<file path="src/rtl/imem_loadable_if.sv">
// Byte-stream programming port of the loadable instruction memory.
// The master side sources the load controls and bytes; the memory answers with prog_ready.
interface imem_loadable_if;
  logic       load_start;
  logic       load_end;
  logic       prog_valid;
  logic [7:0] prog_byte;
  logic       prog_ready;

  modport master (
    output load_start,
    output load_end,
    output prog_valid,
    output prog_byte,
    input  prog_ready
  );

  modport slave (
    input  load_start,
    input  load_end,
    input  prog_valid,
    input  prog_byte,
    output prog_ready
  );
endinterface

</file>
<file path="src/rtl/imem_loadable.sv">
// Instruction memory with combinational fetch and a byte-stream loader that
// packs little-endian bytes into N-bit words written from address 0 upward.
module imem_loadable #(
  parameter int N         = 32,
  parameter int DEPTH     = 128,
  parameter int AW        = $clog2(DEPTH),
  parameter     INIT_FILE = ""
) (
  input  logic                 clk,
  input  logic                 reset,
  input  logic [AW-1:0]        addr,
  output logic [N-1:0]         q,
  imem_loadable_if.slave       prog,
  output logic                 hold,
  output logic                 done,
  output logic [AW:0]          words_loaded,
  output logic                 err_partial,
  output logic                 err_overflow
);

  localparam int BW  = N / 8;
  localparam int BCW = (BW > 1) ? $clog2(BW) : 1;

  typedef enum logic [1:0] {IDLE, LOAD, FULL} state_t;

  logic [N-1:0]   mem [DEPTH];
  state_t         state, state_next;
  logic [AW-1:0]  wptr;
  logic [BCW-1:0] bcnt;
  logic [N-1:0]   asm_word, word_next;
  logic           accept, last_byte, at_top, ending, partial_at_end;

  always_comb begin
    accept         = prog.prog_valid && prog.prog_ready && !prog.load_start;
    last_byte      = accept && (bcnt == BCW'(BW - 1));
    at_top         = (wptr == AW'(DEPTH - 1));
    ending         = prog.load_end && !prog.load_start && (state != IDLE);
    // byte count as it stands after a same-cycle byte has been counted
    partial_at_end = accept ? !last_byte : (bcnt != '0);
    word_next      = asm_word;
    word_next[{bcnt, 3'b000} +: 8] = prog.prog_byte;
  end

  always_ff @(posedge clk or negedge reset) begin
    if (!reset) state <= IDLE;
    else        state <= state_next;
  end

  always_comb begin
    state_next = state;
    if (prog.load_start)                    state_next = LOAD;
    else if (ending)                        state_next = IDLE;
    else if (state == LOAD && last_byte && at_top) state_next = FULL;
  end

  always_comb begin
    prog.prog_ready = (state == LOAD);
    hold            = (state != IDLE);
  end

  always_ff @(posedge clk or negedge reset) begin
    if (!reset) begin
      wptr         <= '0;
      bcnt         <= '0;
      asm_word     <= '0;
      words_loaded <= '0;
      err_partial  <= 1'b0;
      err_overflow <= 1'b0;
      done         <= 1'b0;
    end else if (prog.load_start) begin
      wptr         <= '0;
      bcnt         <= '0;
      asm_word     <= '0;
      words_loaded <= '0;
      err_partial  <= 1'b0;
      err_overflow <= 1'b0;
      done         <= 1'b0;
    end else begin
      done <= ending;
      if (accept) begin
        if (last_byte) begin
          bcnt         <= '0;
          asm_word     <= '0;
          words_loaded <= words_loaded + 1'b1;
          if (!at_top) wptr <= wptr + 1'b1;
        end else begin
          bcnt     <= bcnt + 1'b1;
          asm_word <= word_next;
        end
      end
      if (ending) begin
        if (partial_at_end) err_partial <= 1'b1;
        bcnt     <= '0;
        asm_word <= '0;
      end
      if (state == FULL && prog.prog_valid) err_overflow <= 1'b1;
    end
  end

  // Storage has no reset: programmed words survive a controller reset.
  always_ff @(posedge clk) begin
    if (last_byte) mem[wptr] <= word_next;
  end

  assign q = mem[addr];

endmodule

</file>
<file path="src/flat_wrapper.sv">
// flat-port wrapper written by rule: the top's interface ports become plain ports
module imem_loadable_flat 
#(
  parameter int N         = 32,
  parameter int DEPTH     = 128,
  parameter int AW        = $clog2(DEPTH),
  parameter     INIT_FILE = ""
)
  (clk, reset, addr, q, hold, done, words_loaded, err_partial, err_overflow, prog_load_start, prog_load_end, prog_prog_valid, prog_prog_byte, prog_prog_ready);
  imem_loadable_if prog_i ();
  input  logic clk;
  input  logic reset;
  input  logic [AW-1:0] addr;
  output logic [N-1:0] q;
  output logic hold;
  output logic done;
  output logic [AW:0] words_loaded;
  output logic err_partial;
  output logic err_overflow;
  input wire logic [$bits(prog_i.load_start)-1:0] prog_load_start;
  input wire logic [$bits(prog_i.load_end)-1:0] prog_load_end;
  input wire logic [$bits(prog_i.prog_valid)-1:0] prog_prog_valid;
  input wire logic [$bits(prog_i.prog_byte)-1:0] prog_prog_byte;
  output wire logic [$bits(prog_i.prog_ready)-1:0] prog_prog_ready;
  assign prog_i.load_start = prog_load_start;
  assign prog_i.load_end = prog_load_end;
  assign prog_i.prog_valid = prog_prog_valid;
  assign prog_i.prog_byte = prog_prog_byte;
  assign prog_prog_ready = prog_i.prog_ready;
  imem_loadable #(.N(N), .DEPTH(DEPTH), .AW(AW), .INIT_FILE(INIT_FILE)) u_core (.clk(clk), .reset(reset), .addr(addr), .q(q), .prog(prog_i), .hold(hold), .done(done), .words_loaded(words_loaded), .err_partial(err_partial), .err_overflow(err_overflow));
endmodule
</file>
<file path="config.mk">
export PLATFORM = sky130hd
export DESIGN_NAME = imem_loadable_flat
export DESIGN_NICKNAME = d
export VERILOG_FILES = /design/src/rtl/imem_loadable_if.sv /design/src/rtl/imem_loadable.sv /design/src/flat_wrapper.sv
export SDC_FILE = /design/constraint.sdc
export NUM_CORES = 2
export LEC_CHECK = 0
export BUFFER_PORTS_ARGS = -buffer_cell sky130_fd_sc_hd__clkbuf_2
export CAP_MARGIN = 20
export CORE_UTILIZATION = 30
export DETAILED_ROUTE_END_ITERATION = 16
export SYNTH_ARGS = -nofsm -noshare
export SYNTH_HDL_FRONTEND = slang
export SYNTH_SLANG_ARGS = --single-unit
</file>
<file path="constraint.sdc">
create_clock -name clk -period 6.89 [get_ports clk]
set_input_delay 0 -clock clk [delete_from_list [all_inputs] [get_ports clk]]
set_output_delay 0 -clock clk [all_outputs]
set_load 0.005 [all_outputs]
</file>
==> metrics <==
status=completed; delay-heaviest family, CP=simple AND/OR/NAND/NOR gates; VDD IR max=239.7 uV; first-pass GRT wire length=556800 um; TritonCTS Buffers=400; grt met1 use=0.2130; CTS Root Cell=clkbuf_16; skew final=0.1252 ns; clock sinks=4150; Critical Path Source Type=flop; Rows=266; Post-Layout Inst Area=0.1827 mm2; Tcrit/Tclk final=0.6026; DRT Pass-1 Iters=6; Remaining DRCs=0; post-CTS sizing=0; Initial Util=0.3015; CTS tree=yes; largest net degree at the start of global routing=130; CP Buf/Inv Count=2; grt total ovfl=0; Worst Path Max Fanout=25; Initial DRC Count=9509; gate count of the mapped netlist=6231; Critical Path End Type=flop; die area=0.5307 mm2; Area Overhead vs Synth=15.39%; clk slew on worst S/H paths=0.06 ns; post-route minimum period=4.152 ns; IO Count=65; ys async rst share=0.01301; Main synth FF type=edfxtp_1; crit path cell chain=ha_1, nor3b_1, buf_4, nand3_4, nor2_4, buf_4; final hold vios=0; critical path type=reg -> reg; critical path arrival=4.75 ns; vias in the first global route=71840; Syn. warnings=0; register area share after synthesis=0.7853; antenna-violating nets left=0; H-Tree Depth=5; Core Area=0.5252 mm2; DP Area=0.1697 mm2; CTS Buffer Depth=4; WP data required=7.49 ns; Final Util=0.3479; vias per inst=5.118; Final Wtd Congestion=0.8077; Slew Limit Fails=0; die width=728.5 um; Mapped Nets=6258; Max-Cap Viols=0; via count=71250; WL/cell=28.43 um; f_max=0.2409 GHz; Critical Path Max Stage Delay=1.14 ns; Syn Area/Cell=25.41 um2; most frequent cells in the layout=edfxtp_1, mux4_2, clkbuf_16; Slew @ Worst Pin=1.110 ns; worst-skew pair later-pin latency=1.02 ns; EDFF count, synth=4096; post-CTS setup buffer count=0; leakage dissipation=0.05285 uW; Post-Route WL=395800 um; Finish-stage setup viols=0; Overall Global Routing Usage=0.1455; ratio of cells with drive above 1 in the final layout=0.3429; Slew headroom=0.2585; die height=728.5 um; RSZ-0062 raised after global routing=false; hpwl dp=231100 um; synthesized flop and latch total=4150; mapped cell area=0.1583 mm2; initial antenna violation count=67; worst hold path type=in -> reg; GRT met2 Usage=0.2246; most common cell after layout, fill and taps aside=edfxtp_1; PD cells=276.5 mW/mm2; Yosys cell types=49; slowest CP cell=nor2_4; GR met3 Demand/Resource=0.02918; Nets=6635; Most common cell on crit path=buf_4; I/O Buffers=64; Most Crowded Layer GR=met2
cell families (layout without fill, tap and decap cells):
group | count (synthesis) | count (layout) | share of synthesized area
AO/OA/AOI/OAI | 87 | 87 | 0.004243
AND/OR/NAND/NOR | 221 | 221 | 0.006108
adder cells (fa/ha/maj) | 7 | 7 | 0.0005531
XOR/XNOR | 8 | 8 | 0.0004425
flip-flops | 4150 | 4150 | 0.7853
multiplexers | 1378 | 1378 | 0.1936
other | 0 | 20 | 0
buffers and inverters | 380 | 1082 | 0.009790
Yosys cell counts (2+ instances only):
master	number	share of area
edfxtp_1	4096	0.78
mux4_2	1344	0.19
clkbuf_1	204	0.0048
nor2_1	145	0.0034
buf_2	75	0.0024
dfrtp_1	54	0.0085
buf_1	50	0.0012
inv_1	45	0.0011
mux2_2	33	0.0023
nand2_1	31	0.00073
a22o_1	27	0.0015
a2bb2oi_1	14	0.00077
o2bb2ai_1	14	0.00077
o21ai_0	12	0.00038
nand3_1	9	0.00028
a21oi_1	8	0.00025
ha_1	7	0.00055
nand4_1	6	0.00024
xor2_1	6	0.00033
nor2b_1	5	0.00020
buf_4	4	0.00019
nand2b_1	3	0.00012
or3_1	3	0.00012
or3b_2	3	0.00017
a211oi_1	2	0.000095
buf_6	2	0.00014
nand3b_1	2	0.000095
nor4bb_1	2	0.00013
o22ai_1	2	0.000079
o31ai_1	2	0.000095
or4_1	2	0.000095
xnor2_1	2	0.00011
metrics by stage:
step | setup WS (ns) | cells | hold slack [ns] | power (uW) | setup TNS (ns)
final | 2.738 | 13920 | 0.09599 | 50510 | 0
after floorplan | -0.2750 | 6231 | -0.2956 | 29140 | -281.65
after CTS | 2.760 | 13890 | 0.03145 | 50890 | 0
after detailed placement | 2.813 | 13150 | 0.1810 | 29660 | 0
after global placement | 2.463 | 13120 | 0.1707 | 29630 | 0
after global routing | 2.571 | 13900 | 0.1138 | 51840 | 0
power breakdown:
| group | total, uW | leakage, uW | internal [uW] | switching (uW) |
|---|---|---|---|---|
| logic | 1550 | 0.0101 | 554 | 998 |
| clock network | 21400 | 0.00613 | 11900 | 9470 |
| registers | 27600 | 0.0367 | 27600 | 3.00 |
| total | 50500 | 0.0528 | 40000 | 10500 |
registers in the layout (all words and copies together), names as in the netlist:
signal               flops
u_core.asm_word         32
u_core.bcnt              2
u_core.done              1
u_core.err_overflow      1
u_core.err_partial       1
u_core.mem            4096
u_core.state             2
u_core.words_loaded      8
u_core.wptr              7
area by class of cell:
class	count	area (um2)
fill	47670	342500
inverter	45	206.4
timing repair buffer	310	3124
multi-input combinational	1701	33630
antenna	20	50.05
clock buffer	509	10530
clock inverter	218	2108
tap	6968	8718
sequential	4150	124300
timing repair:
action,in CTS,in global routing
hold endpoints to repair,772,0
hold buffers,15,0
endpoints found under the setup margin,0,0
worst register-to-register path: cells and delay by family (launching register included):
kind | cells | cell delay [ns]
flops | 1 | 0.46
simple gates | 3 | 2.15
fa+ha+maj | 1 | 0.70
buf+inv | 2 | 0.53
path summary, 6_finish.rpt:
kind	startpoint	endpoint	slack, ns	cells after the start
hold reg to reg	u_core.asm_word[8]$_DFFE_PN0P_	u_core.asm_word[8]$_DFFE_PN0P_	0.49	1
max in group asynchronous	reset	u_core.wptr[4]$_DFFE_PN0P_	6.02	4
min in group asynchronous	reset	u_core.words_loaded[3]$_DFFE_PN0P_	0.28	4
setup reg to reg	u_core.bcnt[0]$_DFFE_PN0P_	u_core.mem[86][10]$_DFFE_PP_	2.74	6
hold / removal	prog_load_start	u_core.words_loaded[7]$_DFFE_PN0P_	0.1	4
setup / recovery	u_core.bcnt[0]$_DFFE_PN0P_	u_core.mem[86][10]$_DFFE_PP_	2.74	6
routing by layer:
layer	vias up	routed length [um]	part of all wire
li1	28060	-	-
met1	39310	167000	0.42
met2	3345	182900	0.46
met3	518	37240	0.094
met4	12	8539	0.022
met5	-	80	0.00020
No activity file was read; power rests on OpenSTA's default activity.
